==> config.mk <==
export PLATFORM = sky130hd
export DESIGN_NAME = fp_arb_sched
export DESIGN_NICKNAME = d
export VERILOG_FILES = /design/src/rtl/fp_arb_sched_pkg.sv /design/src/rtl/fp_arb_sched_rr_arbiter.sv /design/src/rtl/fp_arb_sched.sv
export SDC_FILE = /design/constraint.sdc
export NUM_CORES = 1
export LEC_CHECK = 0
export ABC_AREA = 0
export CAP_MARGIN = 20
export CORE_AREA = 2 2 159 161
export CTS_BUF_LIST = sky130_fd_sc_hd__clkbuf_8
export DETAILED_ROUTE_END_ITERATION = 10
export DIE_AREA = 0 0 161 163
export MAX_ROUTING_LAYER = met4
export SLEW_MARGIN = 5
export SYNTH_ARGS = -nofsm -noshare
export SYNTH_HDL_FRONTEND = slang
export SYNTH_SLANG_ARGS = --single-unit
==> constraint.sdc <==
create_clock -name clk -period 7 [get_ports clk]
set_clock_uncertainty 0.2 [all_clocks]
set_input_delay 1.4 -clock clk [delete_from_list [all_inputs] [get_ports clk]]
set_output_delay 1.4 -clock clk [all_outputs]
set_load 0.01 [all_outputs]
==> src/rtl/fp_arb_sched_pkg.sv <==
// rtl/fp_arb_sched_pkg.sv - shared types and constants for the fp_13 arbiter/scheduler
// Tag ids are sized for the largest supported requester count (8).
package fp_arb_sched_pkg;

  typedef logic [31:0] Float32;

  localparam int FP_ADD_LAT = 2;
  localparam int FP_TAG_IDW = 3;

  typedef struct packed {
    logic                  valid;
    logic [FP_TAG_IDW-1:0] id;
  } FpTag;

  function automatic FpTag fp_tag_make(input logic valid, input int idx);
    FpTag t;
    t.valid = valid;
    t.id    = FP_TAG_IDW'(idx);
    return t;
  endfunction

endpackage

==> src/rtl/fp_arb_sched_rr_arbiter.sv <==
// rtl/fp_arb_sched_rr_arbiter.sv - combinational round-robin arbiter
// Searches ptr+1, ptr+2, ... modulo NREQ; the pointer register lives in the parent.
module fp_arb_sched_rr_arbiter #(
  parameter int NREQ = 4,
  parameter int IDW  = $clog2(NREQ)
) (
  input  logic [NREQ-1:0] req,
  input  logic            en,
  input  logic [IDW-1:0]  ptr,
  output logic [NREQ-1:0] grant,
  output logic [IDW-1:0]  idx
);

  always_comb begin
    int             cand;
    logic [IDW-1:0] cand_i;
    logic           found;
    grant  = '0;
    idx    = '0;
    found  = 1'b0;
    cand   = 0;
    cand_i = '0;
    for (int k = 1; k <= NREQ; k++) begin
      cand = int'(ptr) + k;
      if (cand >= NREQ) cand = cand - NREQ;
      cand_i = IDW'(cand);
      if (en && !found && req[cand_i]) begin
        found         = 1'b1;
        grant[cand_i] = 1'b1;
        idx           = cand_i;
      end
    end
  end

endmodule

==> src/rtl/fp_arb_sched.sv <==
// rtl/fp_arb_sched.sv - round-robin scheduler sharing one fp_13 add/sub pipeline
// The adder's own flags are unreset, so validity is tracked here by a tag pipeline.
module fp_arb_sched
  import fp_arb_sched_pkg::*;
#(
  parameter int NREQ = 4,
  parameter int LAT  = FP_ADD_LAT,
  parameter int IDW  = $clog2(NREQ)
) (
  input  logic             clk,
  input  logic             rst,
  input  logic             issue_en,
  input  logic [NREQ-1:0]  req_valid,
  output logic [NREQ-1:0]  req_ready,
  input  logic [NREQ-1:0]  req_op,
  input  logic [NREQ*32-1:0] req_a,
  input  logic [NREQ*32-1:0] req_b,
  output logic             fpu_flag,
  output logic             fpu_op,
  output logic [31:0]      fpu_a,
  output logic [31:0]      fpu_b,
  input  logic [31:0]      fpu_c,
  output logic [NREQ-1:0]  resp_valid,
  output logic [31:0]      resp_c,
  output logic             busy
);

  localparam int CW = $clog2(LAT + 2);

  logic [IDW-1:0]  rr_ptr;
  logic [NREQ-1:0] grant;
  logic [IDW-1:0]  win_idx;
  logic            issue;
  FpTag            tag_q [LAT];
  logic [NREQ-1:0] resp_dec;
  logic            resp_pulse;
  logic [CW-1:0]   inflight;
  Float32          sel_a;
  Float32          sel_b;

  // Grants are held off while reset is asserted so nothing issues into a cleared pipe.
  fp_arb_sched_rr_arbiter #(
    .NREQ (NREQ),
    .IDW  (IDW)
  ) u_arb (
    .req   (req_valid),
    .en    (issue_en && rst),
    .ptr   (rr_ptr),
    .grant (grant),
    .idx   (win_idx)
  );

  assign req_ready = grant;
  assign issue     = |grant;
  assign fpu_flag  = issue;

  always_comb begin
    sel_a  = req_a[int'(win_idx)*32 +: 32];
    sel_b  = req_b[int'(win_idx)*32 +: 32];
    fpu_a  = '0;
    fpu_b  = '0;
    fpu_op = 1'b0;
    if (issue) begin
      fpu_a  = sel_a;
      fpu_b  = sel_b;
      fpu_op = req_op[win_idx];
    end
  end

  always_ff @(posedge clk or negedge rst) begin
    if (!rst) begin
      rr_ptr <= IDW'(NREQ - 1);
    end else if (issue) begin
      rr_ptr <= win_idx;
    end
  end

  always_ff @(posedge clk or negedge rst) begin
    if (!rst) begin
      for (int k = 0; k < LAT; k++) tag_q[k] <= '0;
    end else begin
      tag_q[0] <= fp_tag_make(issue, int'(win_idx));
      for (int k = 1; k < LAT; k++) tag_q[k] <= tag_q[k-1];
    end
  end

  always_comb begin
    resp_dec = '0;
    for (int i = 0; i < NREQ; i++) begin
      resp_dec[i] = (tag_q[LAT-1].id == FP_TAG_IDW'(i));
    end
  end

  // resp_c holds the last result between pulses; only resp_valid returns to zero.
  always_ff @(posedge clk or negedge rst) begin
    if (!rst) begin
      resp_valid <= '0;
      resp_c     <= '0;
    end else if (tag_q[LAT-1].valid) begin
      resp_valid <= resp_dec;
      resp_c     <= fpu_c;
    end else begin
      resp_valid <= '0;
    end
  end

  assign resp_pulse = |resp_valid;

  always_ff @(posedge clk or negedge rst) begin
    if (!rst) begin
      inflight <= '0;
    end else begin
      case ({issue, resp_pulse})
        2'b10:   inflight <= inflight + 1'b1;
        2'b01:   inflight <= inflight - 1'b1;
        default: inflight <= inflight;
      endcase
    end
  end

  assign busy = (inflight != '0);

endmodule

---- Yosys cells after proc, flatten, opt, wreduce, memory -nomap -nowiden ----
Cells that the tools add are included.
storage, ports and cells
  bits in registers ....................... 46
  bits of input ports ..................... 299
  output and inout port bits .............. 107
  logic and storage cells ................. 99
cells by class
  $add $sub $neg .......................... 10
  magnitude comparators ................... 13
  eq/ne operators ......................... 5
  shift-type cells ........................ 2
  multiplexer cells ....................... 38
  bitwise operators ....................... 3
  reductions and logical operators ........ 20
operators by type and width
  kind                   number
  $shiftx A128 B8 Y32    2
  $mux W32               2
  $mux W4                5
  $mux W2                8
  $lt A2 B3 Y1 const B   5
  $mux W1                13
  $logic_and A1 B1 Y1    12
  $or A4 B4 Y4           3
  $bmux W1 S2            5
  $sub A2 B1 Y2 const B  5
  $ge A3 B3 Y1 const B   3
  $demux W1 S2           4
  $ge A2 B1 Y1 const B   4
  $reduce_or A4 Y1       2
  $add A2 B2 Y3 const B  2
  $eq A2 B2 Y1 const B   3
  $add A2 B3 Y4 const B  1
  $eq A2 B1 Y1 const B   2
  $ge A4 B3 Y1 const B   1
  $pmux W2 S2            1
  $reduce_bool A2 Y1     2
  $add A2 B1 Y3 const B  1
  $logic_not A1 Y1       3
  $logic_not A3 Y1       1
  $add A2 B1 Y2 const B  1

---- Depth between registers and ports, before layout ----
  depth in word-level cells ............... 22
  depth in mapped cells ................... 14
  gate-level depth less buffers ........... 11

---- By module ----
A second synthesis with hierarchy kept.
unflattened totals
  cell total of the unflattened synthesis .. 304
  area, all modules ....................... 4162.7 um2
by module, submodules not included
  module                   times used  cells an instance  area an instance (um2)  sequential area each (um2)
  fp_arb_sched             1           250                3676.0                  1153.6
  fp_arb_sched_rr_arbiter  1           54                 486.7                   0.0

---- Worst setup path before layout ----
No wires, ideal clock.
  kind .................................... in2out
  start point ............................. input port req_valid[3]
  end point ............................... output port fpu_a[10]
  arrival time ............................ 3.213 ns
  data required time ...................... 5.400 ns
  path slack .............................. 2.187 ns
  stages on the path ...................... 10
  path buffers ............................ 4
  cells stage by stage .................... buf_2 > mux4_2 > buf_4 > nand2_1 > o31ai_1 > a32oi_1 > inv_2 > buf_6 > buf_2 > a211oi_1
on the way
  longest elaborated chain between the ends .. 18
  elaborated cells between the ends (all ways) .. 35
  those cells by class .................... shift (1); mux (20); bitwise (3); reduce/logical (11)
RTL lines
  what                                                     RTL line                                RTL
  start: declaration                                       fp_arb_sched.sv:13                      input logic [NREQ-1:0] req_valid,
  $bmux W1 S2                                              fp_arb_sched_rr_arbiter.sv:27           if (en && !found && req[cand_i]) begin
  $mux W1 (implied by the code)                            fp_arb_sched_rr_arbiter.sv:27
  $logic_and A1 B1 Y1                                      fp_arb_sched_rr_arbiter.sv:27
  $mux W1                                                  fp_arb_sched_rr_arbiter.sv:27
  $logic_not A1 Y1                                         fp_arb_sched_rr_arbiter.sv:27
  $logic_and A1 B1 Y1 (2 in a row)                         fp_arb_sched_rr_arbiter.sv:27
  $mux W1                                                  fp_arb_sched_rr_arbiter.sv:27
  $logic_not A1 Y1                                         fp_arb_sched_rr_arbiter.sv:27
  $logic_and A1 B1 Y1 (2 in a row)                         fp_arb_sched_rr_arbiter.sv:27
  $mux W1                                                  fp_arb_sched_rr_arbiter.sv:27
  $logic_not A1 Y1                                         fp_arb_sched_rr_arbiter.sv:27
  $logic_and A1 B1 Y1 (2 in a row)                         fp_arb_sched_rr_arbiter.sv:27
  $mux W2 or $mux W4 (tied branches)                       fp_arb_sched_rr_arbiter.sv:27
  $shiftx A128 B8 Y32 or $reduce_or A4 Y1 (tied branches)  fp_arb_sched.sv:58, fp_arb_sched.sv:54
  $mux W32 *                                               fp_arb_sched.sv:63                      if (issue) begin
  end: declaration                                         fp_arb_sched.sv:20                      output logic [31:0] fpu_a,
Every way passes the cells marked *; elsewhere a longest branch is shown, timed or not. The select of a mux whose other input is x is not followed.

---- Worst setup path in the final report ----
  start point ............................. input port req_valid[0]
  end point ............................... output port fpu_b[28]
on the way
  longest elaborated chain between the ends .. 18
  elaborated cells between the ends (all ways) .. 35
  those cells by class .................... shift (1); mux (20); bitwise (3); reduce/logical (11)
RTL lines
  what                                                     RTL line                                RTL
  $bmux W1 S2                                              fp_arb_sched_rr_arbiter.sv:27
  $mux W1 (implied by the code)                            fp_arb_sched_rr_arbiter.sv:27
  $logic_and A1 B1 Y1                                      fp_arb_sched_rr_arbiter.sv:27
  $mux W1                                                  fp_arb_sched_rr_arbiter.sv:27
  $logic_not A1 Y1                                         fp_arb_sched_rr_arbiter.sv:27
  $logic_and A1 B1 Y1 (2 in a row)                         fp_arb_sched_rr_arbiter.sv:27
  $mux W1                                                  fp_arb_sched_rr_arbiter.sv:27
  $logic_not A1 Y1                                         fp_arb_sched_rr_arbiter.sv:27
  $logic_and A1 B1 Y1 (2 in a row)                         fp_arb_sched_rr_arbiter.sv:27
  $mux W1                                                  fp_arb_sched_rr_arbiter.sv:27
  $logic_not A1 Y1                                         fp_arb_sched_rr_arbiter.sv:27
  $logic_and A1 B1 Y1 (2 in a row)                         fp_arb_sched_rr_arbiter.sv:27
  $mux W2 or $mux W4 (tied branches)                       fp_arb_sched_rr_arbiter.sv:27
  $shiftx A128 B8 Y32 or $reduce_or A4 Y1 (tied branches)  fp_arb_sched.sv:59, fp_arb_sched.sv:54
  $mux W32 *                                               fp_arb_sched.sv:63
  end: declaration                                         fp_arb_sched.sv:21                      output logic [31:0] fpu_b,
Marked as above.

==> reports/qor.csv <==
stage;metric;value;unit
run_status;status;finished clean;
detailed_routing;number of vias after detailed routing;5916;
global_route;antenna violations before repair;4;
place;Post-DP HPWL;17800;um
yosys;post-synthesis cell count;559;
cells_and_area;commonest non-fill, non-tap cells in the layout;404 x sky130_fd_sc_hd__clkdlybuf4s50_1, 79 x sky130_fd_sc_hd__a211oi_2, 70 x sky130_fd_sc_hd__inv_1, 68 x sky130_fd_sc_hd__mux2i_1, 65 x sky130_fd_sc_hd__a31oi_1;
clock_tree;maximum buffer depth of the clock tree;2;
timing;unrepaired setup endpoints after global routing;no;
critical_path;arrival time at the worst endpoint;4870;ps
floorplan;core region area;24700;um2
timing;timing-limited maximum frequency;155;MHz
critical_path;Bufs and invs on worst path;4;
critical_path;reg-to-reg critical path startpoint;rr_ptr[1]$_DFFE_PN1P_;
flow_run;reported max-cap violation count;0;
critical_path;worst setup path startpoint;req_valid[0];
global_route;wire length of the first global-routing pass;33500;um
detailed_routing;post-route ant nets;0;
yosys;yosys synthesis warning count;0;
yosys;flops & latches, synth;46;
power;power density over the cells;253;nW/um2
yosys;count of unique library cells instantiated by Yosys;48;
clock_tree;Clock Tree Root;sky130_fd_sc_hd__clkbuf_8;
critical_path;WS Path Type;primary input to primary output;
power;leakage power summed over all cells;3.54;nW
critical_path;Critical-path top delay cell;sky130_fd_sc_hd__a31o_2;
place;Placement Cell Area;9540;um2
timing;relative slew slack;0.461;
yosys;Area contributors post-synth;sky130_fd_sc_hd__dfrtp_1 21%, sky130_fd_sc_hd__a211oi_2 19%, sky130_fd_sc_hd__mux2i_1 13%, sky130_fd_sc_hd__a31oi_1 7.8%, sky130_fd_sc_hd__a211oi_1 7.5%;
floorplan;site row count;58;
global_route;global-route congestion overflow total;0;
global_route;Global Route Usage Sum;0.167;
detailed_routing;detail-routed via count per cell;4.70;
critical_path;kind of launch point of the worst setup path;primary input;
global_route;maximum number of pins on one net before global-route repair;72;
detailed_routing;count of unresolved DRC violations after routing;0;
clock_tree;clock latency reported for the late side of the worst-skew pair;300;ps
clock_tree;TritonCTS clock tree;done;
global_route;vias in the first global route;5905;
detailed_routing;drt pass-1 iters;5;
power;cell internal pwr;0.00141;W
place;worst setup slack after placement;495;ps
clock_tree;post-CTS setup-driven buffer insertion count;0;
power;Total Power Consumption;0.00245;W
timing;Total Negative Setup Slacks;0;ps
clock_tree;htree depth;2;
critical_path;required time of the critical path;5400;ps
hold_path;worst hold start;tag_q[4]$_DFF_PN0_;
cells_and_area;most common cell after layout, fill and taps aside;sky130_fd_sc_hd__clkdlybuf4s50_1;
timing;Setup violations, final;0;
yosys;EDFF count, synth;0;
yosys;area fraction of the dominant cell type after synthesis;0.210;
floorplan;die height;163;um
clock_tree;# hold bufs at CTS;0;
yosys;proportion of synthesized chip area in sequential cells;0.220;
floorplan;number of primary I/O pins;406;
detailed_routing;aggregate routed wire length;22800;um
detailed_routing;number of DRC markers after the initial detailed-route iteration;223;
yosys;Syn Nets;867;
power;sequential fraction of design power;0.189;
hold_path;Min-Delay Path Class;register to register;
yosys;top cell type by total area after synthesis;sky130_fd_sc_hd__dfrtp_1;
power;power share of the clock group;0.081;
clock_tree;sink count of the clock tree;46;
critical_path;largest stage delay on the critical path;650;ps
timing;final setup margin;530;ps
power;worst ir drop on vdd;131;uV
critical_path;setup slack on the worst flop-to-flop path;3060;ps
yosys;async set-or-reset flop fraction in the synthesized netlist;1.00;
power;switching pwr;0.00103;W
yosys;Primary FF master, synth;sky130_fd_sc_hd__dfrtp_1;
power;portion of total power attributed to combinational logic;0.730;
yosys;synthesized area per cell;9.36;um2
cells_and_area;area delta synth->final;84.6;%
cells_and_area;final net count;1233;
timing;transition time of the tightest slew-check pin;808;ps
critical_path;Top Family by Delay on Critical Path;buffers and inverters;
place;buffers added on ports;405;
place;final estimated routing congestion in global placement;0.835;
floorplan;starting density of the core;0.212;
timing;Tmin final;6470;ps
clock_tree;number of resized instances in the post-cts repair step;0;
timing;final hold violation count;0;
power;switching share of power;0.421;
critical_path;cell breakdown of the critical path;clkdlybuf4s50_1, nor2b_1, o21ai_0, a31o_2, and3_4, buf_12, buf_12, a211oi_1, a211oi_2, clkdlybuf4s50_1;
floorplan;area of the die;26200;um2
critical_path;crit end category;primary output;
cells_and_area;core utilization of the finished layout;0.392;
timing;final worst path period share;0.924;
timing;pins over their slew limit;0;
clock_tree;number of buffers added by the clock tree synthesis step;5;
yosys;cell area after synthesis;5240;um2
floorplan;Die Width;161;um
detailed_routing;WL/cell;18.1;um
clock_tree;clock transition at the registers of the reported paths;80;ps
critical_path;Max Fanout on Critical Path;27;
cells_and_area;area of all placed cells without fillers;9660;um2
cells_and_area;share of final-layout standard cells stronger than drive strength 1;0.167;
power groups by stage:
stage	Combinational [W]	Clock, W	Sequential, W
after CTS	0.00180	0.000204	0.000465
after global routing	0.00192	0.000217	0.000484
after floorplan	0.000966	0	0.000497
after detailed placement	0.00180	0	0.000471
final	0.00178	0.000197	0.000463
after global placement	0.00180	0	0.000466
path summary, 6_finish.rpt:
kind,depth (start not counted),to
min,0,tag_q[0]$_DFF_PN0_
max reg2reg,11,inflight[1]$_DFFE_PN0P_
min reg2reg,0,tag_q[0]$_DFF_PN0_
max in group asynchronous,2,resp_c[26]$_DFFE_PN0P_
max,10,fpu_b[28]
min in group asynchronous,2,resp_c[7]$_DFFE_PN0P_
synthesized netlist by cell type, drive strengths merged, types with 2 or more instances:
cell,instances
buf,43
a31oi,65
inv,72
ha,9
a211o,2
nand2,11
a221oi,2
and2,2
a22oi,2
mux2i,69
dfstp,2
o21ai,3
clkbuf,24
nor2,7
a21oi,6
or2,3
mux4,3
dfrtp,44
xnor2,2
o22ai,2
a211oi,131
nor2b,2
and3,2
mux2,33
nor3,5
cells by family (layout without fill, tap and decap cells):
| family | after synthesis | count (layout) | synth area share |
|---|---|---|---|
| AOI/OAI and AO/OA | 219 | 219 | 0.373 |
| buffers and inverters | 139 | 506 | 0.125 |
| muxes | 105 | 105 | 0.217 |
| DFF | 46 | 46 | 0.220 |
| and+or+nand+nor | 38 | 38 | 0.0390 |
| adders and majority gates | 9 | 9 | 0.0215 |
| xor gates and xnor gates | 3 | 3 | 0.00502 |
| other | 0 | 4 | 0 |
worst reg2reg max path, stage by stage (launching register included):
cell and delay, ps:
sky130_fd_sc_hd__dfstp_2 700, sky130_fd_sc_hd__inv_1 200, sky130_fd_sc_hd__ha_1 550, sky130_fd_sc_hd__mux2i_2 300
sky130_fd_sc_hd__mux2i_1 230, sky130_fd_sc_hd__o22ai_1 220, sky130_fd_sc_hd__nor2_1 90, sky130_fd_sc_hd__nor3_4 190
sky130_fd_sc_hd__buf_4 500, sky130_fd_sc_hd__ha_1 380, sky130_fd_sc_hd__nor2_1 130, sky130_fd_sc_hd__xor2_1 160
layout make-up:
type	count	area, um2
Tap cell	330	413
Timing Repair Buffer	426	4240
Antenna cell	4	10.0
Inverter	72	275
Multi-Input combinational cell	374	3450
Clock inverter	3	43.8
Sequential cell	46	1150
Clock buffer	5	68.8
Fill cell	2516	15000
metal layers:
layer,routed length [um],global-route usage
met1,9440,0.201
met2,11400,0.292
met3,1450,0.0229
met4,493,0.0487
met5,0,-
stage by stage:
| stage | instances | hold WS, ps |
|---|---|---|
| final | 1260 | 154 |
| after global routing | 1260 | 164 |
| after CTS | 1256 | 156 |
| after detailed placement | 1248 | 137 |
| after global placement | 1248 | 134 |
| after floorplan | 559 | 131 |
flip-flops by register name (all words and copies together), names as in the netlist:
register    flops
resp_valid      4
resp_c         32
rr_ptr          2
inflight        2
tag_q           6
(Power assumes the default switching activity.)
